### src/rtl/mc_controller_pkg.sv
// Shared types and constants for the multicycle MIPS control FSM (mc_controller).
// The optional bne support is enabled with the MC_BNE_EN macro.
package mc_ctrl_pkg;

    typedef enum logic [3:0] {
        S_FETCH   = 4'd0,
        S_DECODE  = 4'd1,
        S_MEMADR  = 4'd2,
        S_MEMRD   = 4'd3,
        S_MEMWB   = 4'd4,
        S_MEMWR   = 4'd5,
        S_EXECUTE = 4'd6,
        S_ALUWB   = 4'd7,
        S_BRANCH  = 4'd8,
        S_ADDIEX  = 4'd9,
        S_ADDIWB  = 4'd10,
        S_JUMP    = 4'd11,
        S_BNE     = 4'd12
    } state_t;

    localparam state_t RESET_STATE = S_FETCH;

    localparam logic [5:0] OP_RTYPE = 6'b000000;
    localparam logic [5:0] OP_LW    = 6'b100011;
    localparam logic [5:0] OP_SW    = 6'b101011;
    localparam logic [5:0] OP_BEQ   = 6'b000100;
    localparam logic [5:0] OP_BNE   = 6'b000101;
    localparam logic [5:0] OP_ADDI  = 6'b001000;
    localparam logic [5:0] OP_J     = 6'b000010;

    localparam logic [5:0] FN_ADD = 6'b100000;
    localparam logic [5:0] FN_SUB = 6'b100010;
    localparam logic [5:0] FN_AND = 6'b100100;
    localparam logic [5:0] FN_OR  = 6'b100101;
    localparam logic [5:0] FN_SLT = 6'b101010;

    localparam logic [2:0] ALU_ADD = 3'b010;
    localparam logic [2:0] ALU_SUB = 3'b110;
    localparam logic [2:0] ALU_AND = 3'b000;
    localparam logic [2:0] ALU_OR  = 3'b001;
    localparam logic [2:0] ALU_SLT = 3'b111;

    localparam logic [1:0] ALUOP_ADD   = 2'b00;
    localparam logic [1:0] ALUOP_SUB   = 2'b01;
    localparam logic [1:0] ALUOP_FUNCT = 2'b10;

endpackage

### src/rtl/mc_controller_if.sv
// Control bus between mc_controller (master) and the multicycle datapath (slave).
interface mc_controller_if;
    logic [5:0] op;
    logic [5:0] funct;
    logic       zero;
    logic       pcen;
    logic       irwrite;
    logic       memwrite;
    logic       regwrite;
    logic       iord;
    logic       memtoreg;
    logic       regdst;
    logic       alusrca;
    logic [1:0] alusrcb;
    logic [1:0] pcsrc;
    logic [2:0] alucontrol;
    logic       illegal;

    modport master (
        input  op, funct, zero,
        output pcen, irwrite, memwrite, regwrite, iord, memtoreg, regdst,
               alusrca, alusrcb, pcsrc, alucontrol, illegal
    );

    modport slave (
        output op, funct, zero,
        input  pcen, irwrite, memwrite, regwrite, iord, memtoreg, regdst,
               alusrca, alusrcb, pcsrc, alucontrol, illegal
    );
endinterface

### src/rtl/mc_controller_aludec.sv
// ALU decoder: maps the FSM's aluop and the instruction funct field to an ALU code.
// funct_valid is independent of aluop so DECODE can reject bad R-type functs early.
module mc_aludec
    import mc_ctrl_pkg::*;
(
    input  logic [1:0] aluop,
    input  logic [5:0] funct,
    output logic [2:0] alucontrol,
    output logic       funct_valid
);

    logic [2:0] funct_alu_s;

    // Decode the R-type funct field into an ALU code and a legality flag.
    always_comb begin
        funct_valid = 1'b1;
        funct_alu_s = ALU_ADD;
        case (funct)
            FN_ADD:  funct_alu_s = ALU_ADD;
            FN_SUB:  funct_alu_s = ALU_SUB;
            FN_AND:  funct_alu_s = ALU_AND;
            FN_OR:   funct_alu_s = ALU_OR;
            FN_SLT:  funct_alu_s = ALU_SLT;
            default: begin
                funct_valid = 1'b0;
                funct_alu_s = ALU_ADD;
            end
        endcase
    end

    // Select the final ALU operation from the FSM's request.
    always_comb begin
        alucontrol = ALU_ADD;
        case (aluop)
            ALUOP_ADD:   alucontrol = ALU_ADD;
            ALUOP_SUB:   alucontrol = ALU_SUB;
            ALUOP_FUNCT: alucontrol = funct_alu_s;
            default:     alucontrol = ALU_ADD;
        endcase
    end

endmodule

### src/rtl/mc_controller.sv
// Multicycle MIPS control FSM: one state per cycle, datapath controls decoded from state.
// Define MC_BNE_EN to add the bne instruction; otherwise op 000101 is reported illegal.
module mc_controller
    import mc_ctrl_pkg::*;
(
    input  logic             clk,
    input  logic             reset_n,
    mc_controller_if.master  bus
);

    state_t     state_r;
    logic       illegal_r;

    logic       pcwrite_s;
    logic       branch_s;
    logic       branchne_s;
    logic       irwrite_s;
    logic       memwrite_s;
    logic       regwrite_s;
    logic       iord_s;
    logic       memtoreg_s;
    logic       regdst_s;
    logic       alusrca_s;
    logic [1:0] alusrcb_s;
    logic [1:0] pcsrc_s;
    logic [1:0] aluop_s;
    logic [2:0] alucontrol_s;
    logic       funct_valid_s;

    mc_aludec u_aludec (
        .aluop       (aluop_s),
        .funct       (bus.funct),
        .alucontrol  (alucontrol_s),
        .funct_valid (funct_valid_s)
    );

    // State sequencing and the one-cycle illegal-instruction pulse.
    always_ff @(posedge clk or negedge reset_n) begin
        if (!reset_n) begin
            state_r   <= RESET_STATE;
            illegal_r <= 1'b0;
        end else begin
            illegal_r <= 1'b0;
            case (state_r)
                S_FETCH:  state_r <= S_DECODE;
                S_DECODE: begin
                    case (bus.op)
                        OP_LW, OP_SW: state_r <= S_MEMADR;
                        OP_RTYPE: begin
                            if (funct_valid_s) begin
                                state_r <= S_EXECUTE;
                            end else begin
                                state_r   <= S_FETCH;
                                illegal_r <= 1'b1;
                            end
                        end
                        OP_BEQ:  state_r <= S_BRANCH;
`ifdef MC_BNE_EN
                        OP_BNE:  state_r <= S_BNE;
`endif
                        OP_ADDI: state_r <= S_ADDIEX;
                        OP_J:    state_r <= S_JUMP;
                        default: begin
                            state_r   <= S_FETCH;
                            illegal_r <= 1'b1;
                        end
                    endcase
                end
                S_MEMADR: begin
                    if (bus.op == OP_LW) begin
                        state_r <= S_MEMRD;
                    end else begin
                        state_r <= S_MEMWR;
                    end
                end
                S_MEMRD:   state_r <= S_MEMWB;
                S_EXECUTE: state_r <= S_ALUWB;
                S_ADDIEX:  state_r <= S_ADDIWB;
                default:   state_r <= S_FETCH;
            endcase
        end
    end

    // Per-state control decode; anything not named in a state stays at 0 / add.
    always_comb begin
        pcwrite_s  = 1'b0;
        branch_s   = 1'b0;
        branchne_s = 1'b0;
        irwrite_s  = 1'b0;
        memwrite_s = 1'b0;
        regwrite_s = 1'b0;
        iord_s     = 1'b0;
        memtoreg_s = 1'b0;
        regdst_s   = 1'b0;
        alusrca_s  = 1'b0;
        alusrcb_s  = 2'b00;
        pcsrc_s    = 2'b00;
        aluop_s    = ALUOP_ADD;
        case (state_r)
            S_FETCH: begin
                irwrite_s = 1'b1;
                pcwrite_s = 1'b1;
                alusrcb_s = 2'b01;
            end
            S_DECODE: alusrcb_s = 2'b11;
            S_MEMADR, S_ADDIEX: begin
                alusrca_s = 1'b1;
                alusrcb_s = 2'b10;
            end
            S_MEMRD: iord_s = 1'b1;
            S_MEMWB: begin
                regwrite_s = 1'b1;
                memtoreg_s = 1'b1;
            end
            S_MEMWR: begin
                iord_s     = 1'b1;
                memwrite_s = 1'b1;
            end
            S_EXECUTE: begin
                alusrca_s = 1'b1;
                aluop_s   = ALUOP_FUNCT;
            end
            S_ALUWB: begin
                regwrite_s = 1'b1;
                regdst_s   = 1'b1;
            end
            S_BRANCH: begin
                alusrca_s = 1'b1;
                aluop_s   = ALUOP_SUB;
                pcsrc_s   = 2'b01;
                branch_s  = 1'b1;
            end
`ifdef MC_BNE_EN
            S_BNE: begin
                alusrca_s  = 1'b1;
                aluop_s    = ALUOP_SUB;
                pcsrc_s    = 2'b01;
                branchne_s = 1'b1;
            end
`endif
            S_ADDIWB: regwrite_s = 1'b1;
            S_JUMP: begin
                pcsrc_s   = 2'b10;
                pcwrite_s = 1'b1;
            end
            default: aluop_s = ALUOP_ADD;
        endcase
    end

    // Write enables are gated by reset_n so they drop without waiting for a clock edge.
    assign bus.pcen       = reset_n & (pcwrite_s | (branch_s & bus.zero) | (branchne_s & ~bus.zero));
    assign bus.irwrite    = reset_n & irwrite_s;
    assign bus.memwrite   = reset_n & memwrite_s;
    assign bus.regwrite   = reset_n & regwrite_s;
    assign bus.iord       = iord_s;
    assign bus.memtoreg   = memtoreg_s;
    assign bus.regdst     = regdst_s;
    assign bus.alusrca    = alusrca_s;
    assign bus.alusrcb    = alusrcb_s;
    assign bus.pcsrc      = pcsrc_s;
    assign bus.alucontrol = alucontrol_s;
    assign bus.illegal    = illegal_r;

endmodule

### src/flat_wrapper.sv
// flat-port wrapper written by rule: the top's interface ports become plain ports
module mc_controller_flat import mc_ctrl_pkg::*;
  (clk, reset_n, bus_op, bus_funct, bus_zero, bus_pcen, bus_irwrite, bus_memwrite, bus_regwrite, bus_iord, bus_memtoreg, bus_regdst, bus_alusrca, bus_alusrcb, bus_pcsrc, bus_alucontrol, bus_illegal);
  mc_controller_if bus_i ();
  input  logic clk;
  input  logic reset_n;
  input wire logic [$bits(bus_i.op)-1:0] bus_op;
  input wire logic [$bits(bus_i.funct)-1:0] bus_funct;
  input wire logic [$bits(bus_i.zero)-1:0] bus_zero;
  output wire logic [$bits(bus_i.pcen)-1:0] bus_pcen;
  output wire logic [$bits(bus_i.irwrite)-1:0] bus_irwrite;
  output wire logic [$bits(bus_i.memwrite)-1:0] bus_memwrite;
  output wire logic [$bits(bus_i.regwrite)-1:0] bus_regwrite;
  output wire logic [$bits(bus_i.iord)-1:0] bus_iord;
  output wire logic [$bits(bus_i.memtoreg)-1:0] bus_memtoreg;
  output wire logic [$bits(bus_i.regdst)-1:0] bus_regdst;
  output wire logic [$bits(bus_i.alusrca)-1:0] bus_alusrca;
  output wire logic [$bits(bus_i.alusrcb)-1:0] bus_alusrcb;
  output wire logic [$bits(bus_i.pcsrc)-1:0] bus_pcsrc;
  output wire logic [$bits(bus_i.alucontrol)-1:0] bus_alucontrol;
  output wire logic [$bits(bus_i.illegal)-1:0] bus_illegal;
  assign bus_i.op = bus_op;
  assign bus_i.funct = bus_funct;
  assign bus_i.zero = bus_zero;
  assign bus_pcen = bus_i.pcen;
  assign bus_irwrite = bus_i.irwrite;
  assign bus_memwrite = bus_i.memwrite;
  assign bus_regwrite = bus_i.regwrite;
  assign bus_iord = bus_i.iord;
  assign bus_memtoreg = bus_i.memtoreg;
  assign bus_regdst = bus_i.regdst;
  assign bus_alusrca = bus_i.alusrca;
  assign bus_alusrcb = bus_i.alusrcb;
  assign bus_pcsrc = bus_i.pcsrc;
  assign bus_alucontrol = bus_i.alucontrol;
  assign bus_illegal = bus_i.illegal;
  mc_controller u_core (.clk(clk), .reset_n(reset_n), .bus(bus_i));
endmodule
### config.mk
export PLATFORM = sky130hd
export DESIGN_NAME = mc_controller_flat
export DESIGN_NICKNAME = d
export VERILOG_FILES = /design/src/rtl/mc_controller_pkg.sv /design/src/rtl/mc_controller_if.sv /design/src/rtl/mc_controller_aludec.sv /design/src/rtl/mc_controller.sv /design/src/flat_wrapper.sv
export SDC_FILE = /design/constraint.sdc
export NUM_CORES = 1
export LEC_CHECK = 0
export ABC_AREA = 0
export CAP_MARGIN = 40
export CELL_PAD_IN_SITES_DETAIL_PLACEMENT = 1
export CELL_PAD_IN_SITES_GLOBAL_PLACEMENT = 1
export CORE_MARGIN = 10
export CORE_UTILIZATION = 28
export CTS_BUF_LIST = sky130_fd_sc_hd__clkbuf_4 sky130_fd_sc_hd__clkbuf_8 sky130_fd_sc_hd__clkbuf_16
export CTS_CLUSTER_DIAMETER = 60
export CTS_CLUSTER_SIZE = 25
export DETAILED_ROUTE_END_ITERATION = 12
export HOLD_SLACK_MARGIN = 0.08
export PLACE_DENSITY = 0.88
export SYNTH_ARGS = -nofsm -noshare
export SYNTH_HDL_FRONTEND = slang
export SYNTH_HIERARCHICAL = 1
export SYNTH_SLANG_ARGS = --single-unit
### constraint.sdc
create_clock -name clk -period 2.35 [get_ports clk]
set_clock_uncertainty 0.1 [all_clocks]
set_input_delay 0.47 -clock clk [delete_from_list [all_inputs] [get_ports clk]]
set_output_delay 0.47 -clock clk [all_outputs]
set_load 0.03 [all_outputs]
==> metrics.txt <==
# TYPE chip_impl_metric gauge
chip_impl_metric{name="pin_count",unit=""} 31
chip_impl_metric{name="n_fill_cell",unit=""} 266
chip_impl_metric{name="yosys_warnings",unit=""} 6
chip_impl_metric{name="count_of_h_tree_levels_built_during_cts",unit=""} 1
chip_impl_metric{name="synth_seq_cells",unit=""} 5
chip_impl_metric{name="netlist-cell-type-count",unit=""} 35
chip_impl_info{name="worst_hold_path_class",value="primary input to async pin"} 1
chip_impl_metric{name="final_cell_area",unit="mm^2"} 0.00127
chip_impl_metric{name="via_per_inst",unit=""} 5.46
chip_impl_metric{name="drt.antenna.violating_nets",unit=""} 0
chip_impl_metric{name="grt_antenna_before_repair",unit=""} 0
chip_impl_metric{name="dp_hpwl",unit="um"} 2120
chip_impl_info{name="path_delay_family",value="simple AND/OR/NAND/NOR gates"} 1
chip_impl_info{name="critical_path_cell_sequence",value="nand2b_4 > nor3_4 > ha_4 > buf_6 > nand4bb_4 > a21oi_2 > buf_6"} 1
chip_impl_metric{name="max_clk_rate",unit="MHz"} 393
chip_impl_metric{name="first_global_vias",unit=""} 937
chip_impl_metric{name="final_min_period_over_clock_period",unit="%"} 108
chip_impl_metric{name="vias",unit=""} 879
chip_impl_metric{name="power.density_cell_area",unit="mW/mm^2"} 613
chip_impl_metric{name="place_inst",unit=""} 153
chip_impl_metric{name="die_wd",unit="um"} 68.1
chip_impl_metric{name="globalRoute.totalOverflow",unit=""} 0
chip_impl_metric{name="path_clk_slew",unit="ps"} 50
chip_impl_metric{name="nNetsFinal",unit=""} 151
chip_impl_metric{name="wl_per_cell",unit="um"} 19.0
chip_impl_metric{name="portBuffers",unit=""} 30
chip_impl_metric{name="grt_max_degree",unit=""} 15
chip_impl_metric{name="placed_area",unit="mm^2"} 0.00113
chip_impl_metric{name="initial_utilization",unit="%"} 29.2
chip_impl_metric{name="timing.hold.ws",unit="ps"} 489
chip_impl_metric{name="cts.sinks",unit=""} 5
chip_impl_metric{name="placer_s_final_routability_congestion_estimate",unit=""} 0.813
chip_impl_info{name="cts_tree",value="done"} 1
chip_impl_metric{name="timing.critical_path.arrival",unit="ps"} 1970
chip_impl_info{name="timing_worst_setup_path_type",value="register to output pin"} 1
chip_impl_metric{name="final_number_of_hold_violating_endpoints",unit=""} 0
chip_impl_metric{name="timing.critical_path.buf_inv",unit=""} 2
chip_impl_metric{name="synth.yosys.seq_area_share",unit="%"} 19.3
chip_impl_metric{name="placeableCoreArea",unit="mm^2"} 0.00221
chip_impl_metric{name="setup_viol",unit=""} 5
chip_impl_info{name="startpoint_type",value="register"} 1
chip_impl_metric{name="cts_made_buffers",unit=""} 3
chip_impl_info{name="clock_root_buffer",value="clkbuf_4"} 1
chip_impl_metric{name="die_h",unit="um"} 68.1
chip_impl_metric{name="postSynthCellCount",unit=""} 80
chip_impl_metric{name="drt_first_pass_iters",unit=""} 4
chip_impl_metric{name="critPathMaxFanout",unit=""} 3
chip_impl_info{name="ys.flop_type",value="dfrtp_1"} 1
chip_impl_metric{name="area_growth_syn_to_layout",unit="%"} 96.3
chip_impl_metric{name="relative_slew_slack",unit="%"} 64.7
chip_impl_metric{name="finalCriticalPeriod",unit="ps"} 2540
chip_impl_metric{name="detailedRoute.firstIterationViolations",unit=""} 51
chip_impl_metric{name="final_util",unit="%"} 57.4
chip_impl_metric{name="dieArea",unit="mm^2"} 0.00463
chip_impl_metric{name="instances_no_fill",unit=""} 161
chip_impl_info{name="rsz0062_at_grt",value="yes"} 1
chip_impl_metric{name="multi_input_comb_area",unit="um^2"} 568
chip_impl_metric{name="drv_slew",unit=""} 0
chip_impl_info{name="violations",value="negative setup slack"} 1
chip_impl_metric{name="synthesis.area_per_instance",unit="um^2"} 8.09
chip_impl_metric{name="global_route_wire_length_before_repair",unit="um"} 4400
chip_impl_metric{name="totalWireLength",unit="um"} 3060
chip_impl_metric{name="grtUsageTotal",unit="%"} 12.3
chip_impl_info{name="cp_slowest_cell",value="dfrtp_1"} 1
chip_impl_metric{name="setup-tns-final",unit="ps"} -508
chip_impl_metric{name="clock_path_buffers",unit=""} 2
chip_impl_metric{name="worstSkewPairLatency",unit="ps"} 250
chip_impl_metric{name="setup_slack",unit="ps"} -192
chip_impl_metric{name="power.leakage",unit="nW"} 0.566
chip_impl_metric{name="cap_violations",unit=""} 0
chip_impl_metric{name="synth_enable_flop_cells",unit=""} 0
chip_impl_metric{name="ys_async_sr_fraction",unit="%"} 100
chip_impl_metric{name="route.detailed.drc",unit=""} 0
chip_impl_metric{name="tightestPinTransition",unit="ps"} 524
chip_impl_metric{name="timing.critical_path.slowest_cell_delay",unit="ps"} 400
chip_impl_info{name="critical_path.most_common_cell",value="buf_6"} 1
chip_impl_metric{name="std_cell_rows",unit=""} 17
chip_impl_metric{name="synth.net_count",unit=""} 97
chip_impl_metric{name="netlist_area",unit="um^2"} 647
chip_impl_metric{name="required",unit="ps"} 1780
chip_impl_metric{name="drive_above_1_share",unit="%"} 45.9
chip_impl_metric{name="antenna_cells_inserted",unit=""} 0
chip_impl_metric{name="vdd_ir_drop_max",unit="mV"} 0.534
chip_impl_metric{name="layout.area.seq",unit="um^2"} 129
chip_impl_info{name="outcome",value="finished, violations left"} 1
chip_impl_info{name="setup.worst_path.end_class",value="output pin"} 1
-- cells in the final DEF (no fill, tap or decap), types with 2 or more instances in the layout --
| master | count |
|---|---|
| or3_1 | 2 |
| and3_1 | 2 |
| a21oi_1 | 2 |
| nor3_1 | 7 |
| nor3_2 | 2 |
| nand2_1 | 2 |
| dfrtp_2 | 3 |
| buf_6 | 4 |
| nand2b_4 | 2 |
| clkdlybuf4s50_1 | 13 |
| dlymetal6s2s_1 | 3 |
| inv_1 | 5 |
| clkbuf_4 | 4 |
| nor2_1 | 8 |
| nor4b_4 | 2 |
| nor3_4 | 2 |
| nand4bb_1 | 2 |
| buf_4 | 29 |
| a21oi_2 | 3 |
| dlygate4sd2_1 | 5 |
| xor2_1 | 2 |
| dfrtp_1 | 2 |
| o21ai_0 | 3 |
| nand4_1 | 2 |
-- power by group --
part,internal (mW),switching (mW)
registers,0.113,0.0304
clock network,0.0760,0.0390
logic,0.215,0.305
total,0.404,0.374
-- kinds of logic (layout without fill, tap and decap cells) --
family                   Yosys count  in the layout  share of synthesized area (%)
buffers and inverters             12             65                           7.54
XOR/XNOR                           3              3                           4.06
multiplexers                       2              2                           3.87
AO/OA/AOI/OAI                     16             16                           19.1
AND/OR/NAND/NOR                   40             40                           42.2
flip-flops                         5              5                           19.3
adder cells (fa/ha/maj)            2              2                           3.87
-- layout make-up --
cell class | instances | share of cell area (%)
clock buffers | 4 | 2.36
inverters | 6 | 1.77
multi-input cells | 63 | 44.7
flip-flops and latches | 5 | 10.1
well taps | 28 | 2.76
repair buffers | 55 | 38.2
-- metrics by stage --
stage / power [mW] / setup slack, ps
2_1_floorplan: 0.409 / -67.8
3_3_place_gp: 0.602 / -203
3_5_place_dp: 0.615 / -262
4_1_cts: 0.756 / -151
5_1_grt: 0.829 / -248
6_report: 0.778 / -192
-- flip-flops by register name (all words and copies together) (netlist names) --
register,count
u_core/bus.illegal,1
u_core/state_r,4
-- Yosys cell counts (3+ instances only) --
| cell type | count | area share, % |
|---|---|---|
| nor3_1 | 11 | 8.5 |
| o21ai_0 | 3 | 2.3 |
| inv_1 | 6 | 3.5 |
| dfrtp_1 | 5 | 19 |
| nand4bb_1 | 3 | 5.2 |
| a21oi_1 | 5 | 3.9 |
| buf_2 | 3 | 2.3 |
| nor2_1 | 8 | 4.6 |
-- worst paths after layout --
check / start / endpoint / slack, ps / cells after the start
max in group asynchronous: reset_n / u_core/state_r[2] / 1540 / 2
max reg2reg: u_core/state_r[2] / u_core/state_r[2] / 810 / 4
max: u_core/state_r[3] / bus_alucontrol[0] / -190 / 7
min in group clk: u_core/state_r[3] / u_core/state_r[2] / 550 / 2
min: reset_n / u_core/state_r[1] / 490 / 2
min reg2reg: u_core/state_r[3] / u_core/state_r[2] / 550 / 2
-- worst reg2reg max path: stages, from the launching register on --
cell and delay (ps):
dfrtp_2 440, buf_4 140, buf_4 160, nor4_1 470
a2111oi_2 90
-- layer usage --
metal	part of all wire [%]	up-vias	routed length [um]	GRT usage [%]
li1	-	407	-	-
met3	5.8	10	178	3.26
met5	0	-	0	0
met4	2.1	0	65	4.02
met1	38	425	1170	12.5
met2	54	37	1640	23.4
-- what timing repair did --
action / in CTS / in global routing
setup buffers: 2 / 2
pin swaps: 3 / 3
resized for setup: 17 / 10
endpoints found under the setup margin: 6 / 7
hold buffers: 0 / 0
No activity file was read; power rests on OpenSTA's default activity.
